## src/rtl/symbol_slicer_mer.sv

```systemverilog
// Four-level (4-ASK) decision slicer with a windowed mean-squared-error estimator.
// Pipeline: S1 slice, S2 error/saturate, S3 square, ACC window accumulate.
module symbol_slicer_mer #(
    parameter int WIN_LOG2 = 20
) (
    input  logic        clk,
    input  logic        reset,
    input  logic        clk_en,
    input  logic [17:0] dec_var,
    input  logic [17:0] ref_level,
    output logic [1:0]  sym_out,
    output logic        sym_valid,
    output logic [17:0] slice_err,
    output logic [17:0] err_power,
    output logic        err_valid
);

    localparam int ACC_W = 18 + WIN_LOG2;
    localparam logic signed [19:0] E_MAX = 20'sd131071;
    localparam logic signed [19:0] E_MIN = -20'sd131072;

    // Valid semantics: sym_valid is a level that stays high once the first
    // decision is live and only matters on clk_en cycles; err_valid is a
    // single-clk pulse, there is no ready/backpressure on either output.

    // ---------------------------------------------------------------
    // S1: thresholds and ideal levels
    // ---------------------------------------------------------------
    logic signed [17:0] x_in;
    logic signed [17:0] a_in;
    logic signed [17:0] a_half;
    logic signed [18:0] x19;
    logic signed [18:0] a19;
    logic signed [18:0] neg_a;
    logic signed [18:0] lvl_inner;
    logic signed [18:0] lvl_outer;
    logic        [1:0]  sym_next;
    logic signed [18:0] lvl_next;

    assign x_in      = $signed(dec_var);
    assign a_in      = $signed(ref_level);
    assign a_half    = a_in >>> 1;
    assign x19       = {x_in[17], x_in};
    assign a19       = {a_in[17], a_in};
    assign neg_a     = -a19;
    assign lvl_inner = {a_half[17], a_half};
    assign lvl_outer = a19 + lvl_inner;

    // Ties resolve to the upper symbol, so every compare is >=.
    always_comb begin
        sym_next = 2'b00;
        lvl_next = -lvl_outer;
        if (x19 >= a19) begin
            sym_next = 2'b11;
            lvl_next = lvl_outer;
        end else if (x19 >= 19'sd0) begin
            sym_next = 2'b10;
            lvl_next = lvl_inner;
        end else if (x19 >= neg_a) begin
            sym_next = 2'b01;
            lvl_next = -lvl_inner;
        end
    end

    logic        [1:0]  sym_s1;
    logic signed [18:0] lvl_s1;
    logic signed [17:0] x_s1;

    always_ff @(posedge clk or negedge reset) begin
        if (!reset) begin
            sym_s1 <= 2'b00;
            lvl_s1 <= '0;
            x_s1   <= '0;
        end else if (clk_en) begin
            sym_s1 <= sym_next;
            lvl_s1 <= lvl_next;
            x_s1   <= x_in;
        end
    end

    // ---------------------------------------------------------------
    // S2: error at 20 bits, clamped to 18-bit signed
    // ---------------------------------------------------------------
    logic signed [19:0] e20;
    logic signed [17:0] err_sat;
    logic signed [17:0] err_s2;

    assign e20 = {{2{x_s1[17]}}, x_s1} - {lvl_s1[18], lvl_s1};

    always_comb begin
        err_sat = e20[17:0];
        if (e20 > E_MAX) begin
            err_sat = 18'sh1FFFF;
        end else if (e20 < E_MIN) begin
            err_sat = 18'sh20000;
        end
    end

    always_ff @(posedge clk or negedge reset) begin
        if (!reset) begin
            err_s2 <= '0;
        end else if (clk_en) begin
            err_s2 <= err_sat;
        end
    end

    // ---------------------------------------------------------------
    // S3: squared error, rescaled back to 1s17 by dropping 17 LSBs
    // ---------------------------------------------------------------
    logic signed [35:0] prod;
    logic        [17:0] sq_next;
    logic        [17:0] sq_s3;

    assign prod    = err_s2 * err_s2;
    assign sq_next = 18'(prod >>> 17);

    always_ff @(posedge clk or negedge reset) begin
        if (!reset) begin
            sq_s3 <= '0;
        end else if (clk_en) begin
            sq_s3 <= sq_next;
        end
    end

    // ---------------------------------------------------------------
    // Pipeline fill tracking: keeps reset bubbles out of the window
    // ---------------------------------------------------------------
    logic [2:0] vld;

    always_ff @(posedge clk or negedge reset) begin
        if (!reset) begin
            vld <= 3'b000;
        end else if (clk_en) begin
            vld <= {vld[1:0], 1'b1};
        end
    end

    // ---------------------------------------------------------------
    // ACC: window accumulation; the closing sample is folded into the
    // published mean but not carried into the next window
    // ---------------------------------------------------------------
    logic [ACC_W-1:0]    acc;
    logic [ACC_W-1:0]    acc_sum;
    logic [WIN_LOG2-1:0] win_cnt;
    logic                acc_en;
    logic                window_close;
    logic [17:0]         power_next;

    assign acc_en       = clk_en & vld[2];
    assign acc_sum      = acc + {{WIN_LOG2{1'b0}}, sq_s3};
    assign window_close = acc_en & (win_cnt == '1);
    assign power_next   = 18'(acc_sum >> WIN_LOG2);

    always_ff @(posedge clk or negedge reset) begin
        if (!reset) begin
            acc       <= '0;
            win_cnt   <= '0;
            err_power <= '0;
            err_valid <= 1'b0;
        end else begin
            err_valid <= window_close;
            if (acc_en) begin
                win_cnt <= win_cnt + 1'b1;
                if (window_close) begin
                    acc       <= '0;
                    err_power <= power_next;
                end else begin
                    acc <= acc_sum;
                end
            end
        end
    end

    assign sym_out   = sym_s1;
    assign sym_valid = vld[0];
    assign slice_err = err_s2;

endmodule

```

## config.mk

```make
export PLATFORM = sky130hd
export DESIGN_NAME = symbol_slicer_mer
export DESIGN_NICKNAME = d
export VERILOG_FILES = /design/src/rtl/symbol_slicer_mer.sv
export SDC_FILE = /design/constraint.sdc
export NUM_CORES = 1
export LEC_CHECK = 0
export CORE_ASPECT_RATIO = 1.5
export CORE_MARGIN = 1
export CORE_UTILIZATION = 55
export DETAILED_ROUTE_END_ITERATION = 16
export PLACE_DENSITY = 0.73
export SLEW_MARGIN = 20
export SYNTH_ARGS = -nofsm -noshare
export SYNTH_HDL_FRONTEND = slang
export SYNTH_SLANG_ARGS = --single-unit
```

## constraint.sdc

```tcl
create_clock -name clk -period 8.6 [get_ports clk]
set_input_delay 2.15 -clock clk [delete_from_list [all_inputs] [get_ports clk]]
set_output_delay 2.15 -clock clk [all_outputs]
set_load 0.01 [all_outputs]
```

==> impl_results.md, run 1 <==
* DPL Wire Length at 43.53 mm
* Post-DR wirelength/cell at 17.99 µm
* Core Area at 38,760 µm²
* Critical path arrival at 8.26 ns
* First-pass GRT wire length at 89.00 mm
* Final Wtd Congestion at 0.9581
* Die Area at 40,420 µm²
* RSZ-0062 raised after global routing: no
* CP Launch Type: flop
* Crit path kind: flop to flop
* Layout cell share with drive strength beyond 1 at 4.604%
* Yosys top cell by area: fa_1
* Synth Net Count at 2,974
* Clock sink count at 155
* CP Max Fanout at 11
* CTS clock-pin slew for the worst setup and hold paths at 0.07 ns
* Hold_buf cts at 0
* Fmax at 126.0 MHz
* Fin crit share at 92.28%
* Num rows at 88
* Top cells by area, synth: fa_1 27%, dfrtp_1 18%, ha_1 12%, inv_1 8.3%, nand2_1 3.7%
* CTS tree: yes
* Layout net count at 3,005
* Largest net degree at the start of global routing at 90
* Worst-Skew Late Latency at 0.46 ns
* Rel. slew slack at 26.73%
* Post-synth top area share at 26.93%
* Final wirelength at 53.46 mm
* Synth Instances at 2,432
* Die Wd at 164.5 µm
* Initial DRC Count at 882
* Initial antenna violation count at 0
* Via count at 16,860
* Worst path max stage delay at 0.73 ns
* Max_cap viols at 0
* Avg Inst Size Synth at 8.956 µm²
* Setup-failing EPs final at 0
* Area Growth Syn to Fin at 8.266%
* Hold Path Class: flop to flop
* Post-route minimum period at 7.936 ns
* First-pass iteration count of the detailed router at 5
* Ys Warns at 0
* Initial Utilization at 56.20%
* Total CTS buffers at 17
* Worst-case clock buffer depth at 2
* Worst-Margin Slew at 1.096 ns
* Final worst-path setup slack at 0.6641 ns
* Crit path max-delay cell type: o31ai_1
* Post-route DRC at 0
* Asr flop ratio synth at 100.0%
* Vias in the first global route at 18,100
* Gr usage total at 28.31%
* CP Capture Type: flop
* Resize count post-CTS at 0
* Final Hold Viols at 0
* Critical path required time at 8.93 ns
* Seq cells post-synth at 155
* Commonest cells post-synth: 482 x inv_1, 293 x fa_1, 213 x nand2_1, 210 x ha_1, 155 x dfrtp_1
* Diode count at 0
* Sequential element share of the synthesized area at 17.81%
* Clk_skew at 0.02094 ns
* I/O pins at 79
* Total negative setup slack at 0 ns
* Antenna-violating nets left at 0
* Pre-CTS WS at 0.6200 ns
* Grt ovf at 0
* Ys flop type: dfrtp_1
* Most frequent cell after synthesis: inv_1
* Post-synth EDFFs at 0
* Die height at 245.7 µm
* Max Slew Vio Count at 0
* PortBufs at 78
* Vias per cell at 5.675
* Synthesized area at 21,780 µm²
* Total setup buffers inserted after CTS at 0
* Htree depth at 4
* Unique masters post-synth at 73
* Root Driver: clkbuf_16
* Status: complete, no violations
* CP Cell Sequence: clkinv_1 > nor2_1 > inv_1 > fa_1 > inv_1 > fa_1 > inv_1 > fa_1 > fa_1 > inv_1 > fa_1 > inv_1 > fa_1 > inv_1 > ha_1 > nand3_1 > o31ai_1 > a31oi_1 > o31ai_1 > a21o_1 > a21oi_1 > or3_1
## layer usage
| metal | up-vias | track usage, % | part of all wire, % |
|---|---|---|---|
| met5 | - | 0 | 0 |
| met4 | 0 | 13.90 | 4.8 |
| met3 | 138 | 3.087 | 3.6 |
| met2 | 448 | 51.01 | 52 |
| met1 | 8337 | 33.02 | 39 |
| li1 | 7938 | - | - |
## cell usage in the layout, fill, tap and decap left out, types with 7 or more instances in the layout
| cell type | instances |
|---|---|
| a22o_1 | 11 |
| nand4_1 | 19 |
| xor2_1 | 51 |
| xnor2_1 | 84 |
| nand2_1 | 213 |
| nor4_1 | 8 |
| nand3_1 | 45 |
| nor3_1 | 17 |
| or2_2 | 11 |
| clkdlybuf4s50_1 | 76 |
| and2_1 | 31 |
| and3_1 | 26 |
| o21ai_0 | 105 |
| fa_1 | 293 |
| ha_1 | 210 |
| nor2b_1 | 14 |
| o211ai_1 | 12 |
| a21o_1 | 36 |
| clkbuf_16 | 17 |
| or3_1 | 8 |
| buf_4 | 21 |
| mux2i_1 | 9 |
| nor2_1 | 151 |
| o21a_1 | 23 |
| o31ai_1 | 21 |
| nand2b_1 | 13 |
| o22ai_1 | 10 |
| and4_1 | 7 |
| inv_1 | 482 |
| a211oi_1 | 16 |
| dfrtp_1 | 155 |
| mux2_2 | 34 |
| a31oi_1 | 24 |
| clkinv_1 | 8 |
| a31o_2 | 7 |
| a21oi_1 | 96 |
## critical path, delay by kind of cell, from the launching register on
kind | cells | cell delay (ns)
simple gates | 3 | 0.81
fa+ha+maj | 7 | 3.37
buf+inv | 7 | 0.86
flops | 1 | 0.71
compound gates | 5 | 2.05
## flip-flops by register name, indices dropped and copies added, names as in the netlist
| register | cells |
|---|---|
| vld | 3 |
| x_s1 | 18 |
| acc | 38 |
| lvl_s1 | 19 |
| err_power | 18 |
| err_valid | 1 |
| win_cnt | 20 |
| sq_s3 | 18 |
| slice_err | 18 |
| sym_out | 2 |
## layout make-up
class	instances	area, µm²
timing repair buffer	98	929.6
multi-input combinational	1701	15730
clock buffer	17	425.4
fill	3410	15180
tap	495	619.3
inverter	490	1839
clock inverter	15	161.4
sequential	155	3879
## metrics by stage
stage | area (µm²) | util [%] | cells | hold slack (ns)
global placement | 22990 | 59.33 | 2939 | 0.4465
global route | 23580 | 60.84 | 2971 | 0.4997
detailed placement | 22990 | 59.33 | 2939 | 0.4628
floorplan | 21780 | - | 2432 | 0.4337
CTS | 23580 | 60.84 | 2971 | 0.4741
finish | 23580 | 60.84 | 2971 | 0.4782
## path summary, 6_finish.rpt
path | endpoint | cells after the start | startpoint | slack, ns
max | sq_s3[16] | 22 | slice_err[1] | 0.66
min | win_cnt[13] | 1 | win_cnt[13] | 0.48
max reg2reg | sq_s3[16] | 22 | slice_err[1] | 0.66
min reg2reg | win_cnt[13] | 1 | win_cnt[13] | 0.48
max in group asynchronous | slice_err[12] | 2 | reset | 5.38
min in group asynchronous | err_power[11] | 1 | reset | 1.75
## cell families after synthesis
kind of cell,after synthesis,synth area share [%]
compound gates,431,12.90
fa+ha+maj,503,38.99
buf+inv,576,9.984
xor+xnor,135,5.429
mux,43,2.171
simple gates,589,12.71
flops,155,17.81
Power of run 1 is not shown: default switching activity piles up to over one toggle a cycle in this logic, so the estimate is an artifact.
==> inputs of run 2 (changes only) <==
--- a/config.mk
+++ b/config.mk
@@ -9,6 +9,7 @@
 export CORE_MARGIN = 1
 export CORE_UTILIZATION = 55
 export DETAILED_ROUTE_END_ITERATION = 16
+export GPL_TIMING_DRIVEN = 0
 export PLACE_DENSITY = 0.73
 export SLEW_MARGIN = 20
 export SYNTH_ARGS = -nofsm -noshare
==> impl_results.md, run 2 (same netlist as run 1, synthesis figures left out) <==
* Fin crit share at 96.82% (+4.5 points)
* CTS tree: yes
* Hold path depth at 1 (unchanged)
* Num rows at 88 (unchanged)
* Hold Path Class: flop to flop
* Post-route minimum period at 8.327 ns (+0.3910 ns)
* RSZ-0062 raised after global routing: no
* Diode count at 0 (unchanged)
* Die Wd at 164.5 µm (unchanged)
* Worst path max stage delay at 0.61 ns (-0.12 ns)
* Area Growth Syn to Fin at 9.369%
* Vias in the first global route at 18,350 (+1.4%)
* Crit path kind: flop to flop
* DPL Wire Length at 48.00 mm (+10%)
* Critical path required time at 8.91 ns (-0.02 ns)
* Layout cell share with drive strength beyond 1 at 3.854% (-0.75 points)
* Largest Register: acc
* Most common cell after layout, fill and taps aside: inv_1
* Pre-CTS WS at 0.04176 ns (-0.5783 ns)
* Reg2Reg Launch Point: slice_err[11]
* Final wirelength at 57.39 mm (+7.4%)
* Fillers at 3,411 (+0.029%)
* Hold Crit Start: win_cnt[15]
* Fmax at 120.1 MHz (-4.7%)
* First-pass GRT wire length at 92.87 mm (+4.3%)
* WHS at 0.4674 ns (-0.01081 ns)
* Core Area at 38,760 µm² (unchanged)
* Crit path max-delay cell type: clkbuf_1
* CP Capture Type: flop
* CP Launch Type: flop
* Largest net degree at the start of global routing at 92 (+2.2%)
* Initial DRC Count at 995 (+13%)
* PortBufs at 78 (unchanged)
* Total CTS buffers at 17 (unchanged)
* Via count at 17,330 (+2.8%)
* Final worst-path setup slack at 0.2731 ns (-0.3910 ns)
* Root Driver: clkbuf_16
* Max_cap viols at 0 (unchanged)
* Max reg flops at 38 (unchanged)
* Worst-Margin Slew at 1.062 ns (-0.03441 ns)
* Clock sink count at 155 (unchanged)
* Largest registers: acc x38, win_cnt x20, lvl_s1 x19
* Vias per cell at 5.706 (+0.54%)
* Final Wtd Congestion at 0.9966 (+4.0%)
* Critical path arrival at 8.64 ns (+0.38 ns)
* Post-route DRC at 0 (unchanged)
* Crit-path leading delay family: adder cells
* Layout net count at 3,072 (+2.2%)
* Post-DR wirelength/cell at 18.89 µm (+5.0%)
* Grt ovf at 0 (unchanged)
* Worst-case clock buffer depth at 2 (unchanged)
* Hold Path Sink: win_cnt[15]
* # placed instances at 3,006 (+2.3%)
* I/O pins at 79 (unchanged)
* WP buf/inv at 7 (unchanged)
* Initial Utilization at 56.20% (unchanged)
* Footprint of the multi-input gates at 15,750 µm² (+0.13%)
* Htree depth at 4 (unchanged)
* Clk_skew at 0.01709 ns (-0.003855 ns)
* Rel. slew slack at 28.72% (+2.0 points)
* Post-Layout Cell Count at 3,038 (+2.3%)
* Status: complete, no violations
* Total setup buffers inserted after CTS at 0 (unchanged)
* Register area at 3879 µm² (unchanged)
* Worst-Skew Late Latency at 0.45 ns (about the same)
* Initial antenna violation count at 1 (+1)
* Reg2reg path depth at 24 (+9.1%)
* R2R Setup Slk at 0.27 ns (-0.39 ns)
* First-pass iteration count of the detailed router at 5 (unchanged)
* R2R Path End: sq_s3[16]
* Most frequent cells in the layout: 482 x inv_1, 293 x fa_1, 213 x nand2_1
* CP Max Fanout at 10 (-1)
* Setup-failing EPs final at 0 (unchanged)
* CP Cell Sequence: clkbuf_1 > clkbuf_1 > nand2_1 > fa_1 > inv_1 > fa_1 > ha_1 > inv_1 > fa_1 > inv_1 > fa_1 > inv_1 > fa_1 > inv_1 > ha_1 > a211oi_1 > o211ai_1 > a21oi_1 > o31ai_4 > a31oi_2 > o31ai_1 > a21o_1 > and4b_1 > or3_1
* Max Slew Vio Count at 0 (unchanged)
* Gr usage total at 30.00% (+1.7 points)
* Die Area at 40,420 µm² (unchanged)
* Final Hold Viols at 0 (unchanged)
* Antenna-violating nets left at 0 (unchanged)
* Die height at 245.7 µm (unchanged)
* Total negative setup slack at 0 ns (unchanged)
* CTS clock-pin slew for the worst setup and hold paths at 0.07 ns (about the same)
==> run 2: cell count changes in the layout (fill, tap and decap cells not counted), moves of 2 or more <==
cell,delta
buf_1,+2
clkbuf_1,+82
inv_6,-3
buf_4,-20
==> run 2: layout make-up <==
type	instances	share of cell area, %
plain buffers	86	1.408
multi-input cells	1701	66.11
inverters	490	7.721
clock buffers	18	1.802
well taps	495	2.600
flip-flops and latches	155	16.28
clock inverters	14	0.6671
repair buffers	79	3.414
==> run 2: worst max-delay path by stage <==
stage,startpoint,slack [ns],depth (start not counted),to
2_1_floorplan,slice_err[17],1.71,25,sq_s3[16]
3_3_place_gp,reset,-0.91,1,lvl_s1[16]
3_5_place_dp,slice_err[11],0.04,24,sq_s3[16]
4_1_cts,slice_err[11],0.19,24,sq_s3[16]
5_1_grt,slice_err[11],0.06,24,sq_s3[16]
6_report,slice_err[11],0.27,24,sq_s3[16]
==> run 2: metrics by stage <==
stage	cell area, µm²	util, %
floorplan	21780	-
global placement	23180	59.81
detailed placement	23220	59.91
CTS	23810	61.44
global route	23820	61.46
finish	23820	61.46
==> run 2: routing by layer <==
layer  wire length (µm)  vias to the layer above  GRT usage (%)  part of all wire, %
li1                   -                     8071              -                    -
met1              21470                     8572          34.01                   37
met2              30550                      545          55.67                   53
met3               2500                      146          2.496                  4.4
met4               2870                        0          14.87                  5.0
met5                  0                        -              0                    0
==> run 2: what timing repair did <==
item                       4_1_cts  5_1_grt
gates cloned                     0        0
hold buffers                     0        0
setup endpoints to repair        1        1
gates resized for setup          1        1
Power of run 2 is left out for the same reason.
==> inputs of run 3 (changes only) <==
--- a/config.mk
+++ b/config.mk
@@ -7,10 +7,10 @@
 export LEC_CHECK = 0
 export CORE_ASPECT_RATIO = 1.5
 export CORE_MARGIN = 1
-export CORE_UTILIZATION = 55
+export CORE_UTILIZATION = 35
 export DETAILED_ROUTE_END_ITERATION = 16
 export GPL_TIMING_DRIVEN = 0
-export PLACE_DENSITY = 0.73
+export REMOVE_ABC_BUFFERS = 1
 export SLEW_MARGIN = 20
 export SYNTH_ARGS = -nofsm -noshare
 export SYNTH_HDL_FRONTEND = slang
==> impl_results.md, run 3 (same netlist as run 1, synthesis figures left out) <==
* WHS at 0.4610 ns (-0.006444 ns)
* Root Driver: clkbuf_16
* Final Hold Viols at 0 (unchanged)
* Gr usage total at 18.10% (-12 points)
* Post-route DRC at 0 (unchanged)
* Post-Layout Cell Count at 3,250 (+7.0%)
* Resize count post-CTS at 0 (-1)
* First-pass GRT wire length at 90.84 mm (-2.2%)
* CTS clock-pin slew for the worst setup and hold paths at 0.07 ns (about the same)
* Crit path kind: flop to flop
* Initial antenna violation count at 0 (-1)
* Critical path arrival at 8.30 ns (-0.34 ns)
* Die height at 307.5 µm (+25%)
* Initial Utilization at 35.56% (-21 points)
* Worst-Skew Late Latency at 0.47 ns (+0.02 ns)
* Fin area at 23,930 µm² (+0.46%)
* First-pass iteration count of the detailed router at 5 (unchanged)
* Largest net degree at the start of global routing at 83 (-9.8%)
* Final wirelength at 53.37 mm (-7.0%)
* Hold Path Class: flop to flop
* CTS tree: yes
* Hold_buf cts at 0 (unchanged)
* RSZ-0062 raised after global routing: no
* CP Capture Type: flop
* Setup-failing EPs final at 0 (unchanged)
* Htree depth at 4 (unchanged)
* Post-route minimum period at 7.965 ns (-0.3615 ns)
* Rel. slew slack at 24.73% (-4.0 points)
* Layout cell share with drive strength beyond 1 at 4.190% (+0.34 points)
* Final Wtd Congestion at 0.8936 (-10%)
* Max_cap viols at 0 (unchanged)
* Core Area at 61,250 µm² (+58%)
* DPL Wire Length at 42.20 mm (-12%)
* Area Growth Syn to Fin at 9.869%
* CP Launch Type: flop
* Antenna-violating nets left at 0 (unchanged)
* Grt ovf at 0 (unchanged)
* Num rows at 111 (+26%)
* Placed Area at 23,280 µm² (+0.27%)
* Total setup buffers inserted after CTS at 0 (unchanged)
* Initial DRC Count at 717 (-28%)
* Status: complete, no violations
* Die Area at 63,250 µm² (+56%)
* PortBufs at 78 (unchanged)
* Total CTS buffers at 17 (unchanged)
* Fin crit share at 92.62% (-4.2 points)
* Max Slew Vio Count at 0 (unchanged)
* # placed instances at 3,217 (+7.0%)
* I/O pins at 79 (unchanged)
* Fmax at 125.5 MHz (+4.5%)
* Clock sink count at 155 (unchanged)
* Post-DR wirelength/cell at 16.42 µm (-13%)
* Die Wd at 205.7 µm (+25%)
* Clk_skew at 0.01929 ns (+0.002199 ns)
* CP Max Fanout at 14 (+4)
* Via count at 16,770 (-3.3%)
* Layout net count at 2,987 (-2.8%)
* Largest Register: acc
* Max reg flops at 38 (unchanged)
* Most frequent cells in the layout: 482 x inv_1, 293 x fa_1, 211 x nand2_1
* Worst-case clock buffer depth at 2 (unchanged)
* Largest registers: acc x38, win_cnt x20, lvl_s1 x19
* R2R Setup Slk at 0.63 ns (+0.36 ns)
* Worst-Margin Slew at 1.115 ns (+0.05291 ns)
* Most common cell after layout, fill and taps aside: inv_1
* Vias per cell at 5.160 (-9.6%)
* Critical path required time at 8.94 ns (+0.03 ns)
* Vias in the first global route at 18,410 (+0.36%)
run 3: stage by stage:
step / TNS [ns] / worst slack, ns / utilization, %
2_1_floorplan: 0 / 1.804 / -
3_3_place_gp: -243.83 / -1.526 / 37.91
3_5_place_dp: 0 / 0.3073 / 38.01
4_1_cts: 0 / 0.2562 / 39.05
5_1_grt: 0 / 0.1595 / 39.07
6_report: 0 / 0.6346 / 39.07
run 3: worst paths after layout:
| check | start | to | cells past startpoint |
|---|---|---|---|
| setup / recovery | slice_err[9] | sq_s3[16] | 20 |
| min in group asynchronous | reset | err_valid | 1 |
| max in group asynchronous | reset | x_s1[0] | 2 |
| hold reg to reg | win_cnt[15] | win_cnt[15] | 1 |
| hold / removal | win_cnt[15] | win_cnt[15] | 1 |
| setup reg to reg | slice_err[9] | sq_s3[16] | 20 |
run 3: worst max-delay path: stages (launching register included):
cell and delay, ns:
dfrtp_1 0.86, clkinv_1 0.63, nor2_1 0.42, fa_1 0.52, fa_1 0.52, inv_1 0.05, fa_1 0.47, inv_1 0.06
fa_1 0.52, fa_1 0.56, inv_1 0.06, fa_1 0.55, inv_1 0.05, ha_1 0.31, nand3_1 0.11, o31ai_2 0.58
a31oi_1 0.39, o31ai_1 0.50, a21o_1 0.23, a21oi_1 0.07, or3_1 0.38
run 3: area by class of cell:
class                   count  area, µm²
diodes                      1      2.502
clock buffers              17      425.4
clock inverters            15      209.0
fillers                  6125      37320
inverters                 490       1843
multi-input cells        1701      15750
flip-flops and latches    155       3879
well taps                 791      989.7
repair buffers             80      837.1
run 3: per-layer routing:
metal	global-route usage, %	part of all wire [%]	vias to the layer above
met5	0	0	-
met4	7.735	3.5	0
met3	1.831	3.3	111
met2	33.06	53	335
met1	21.19	40	8426
li1	-	-	7898
Power of run 3 is left out for the same reason.
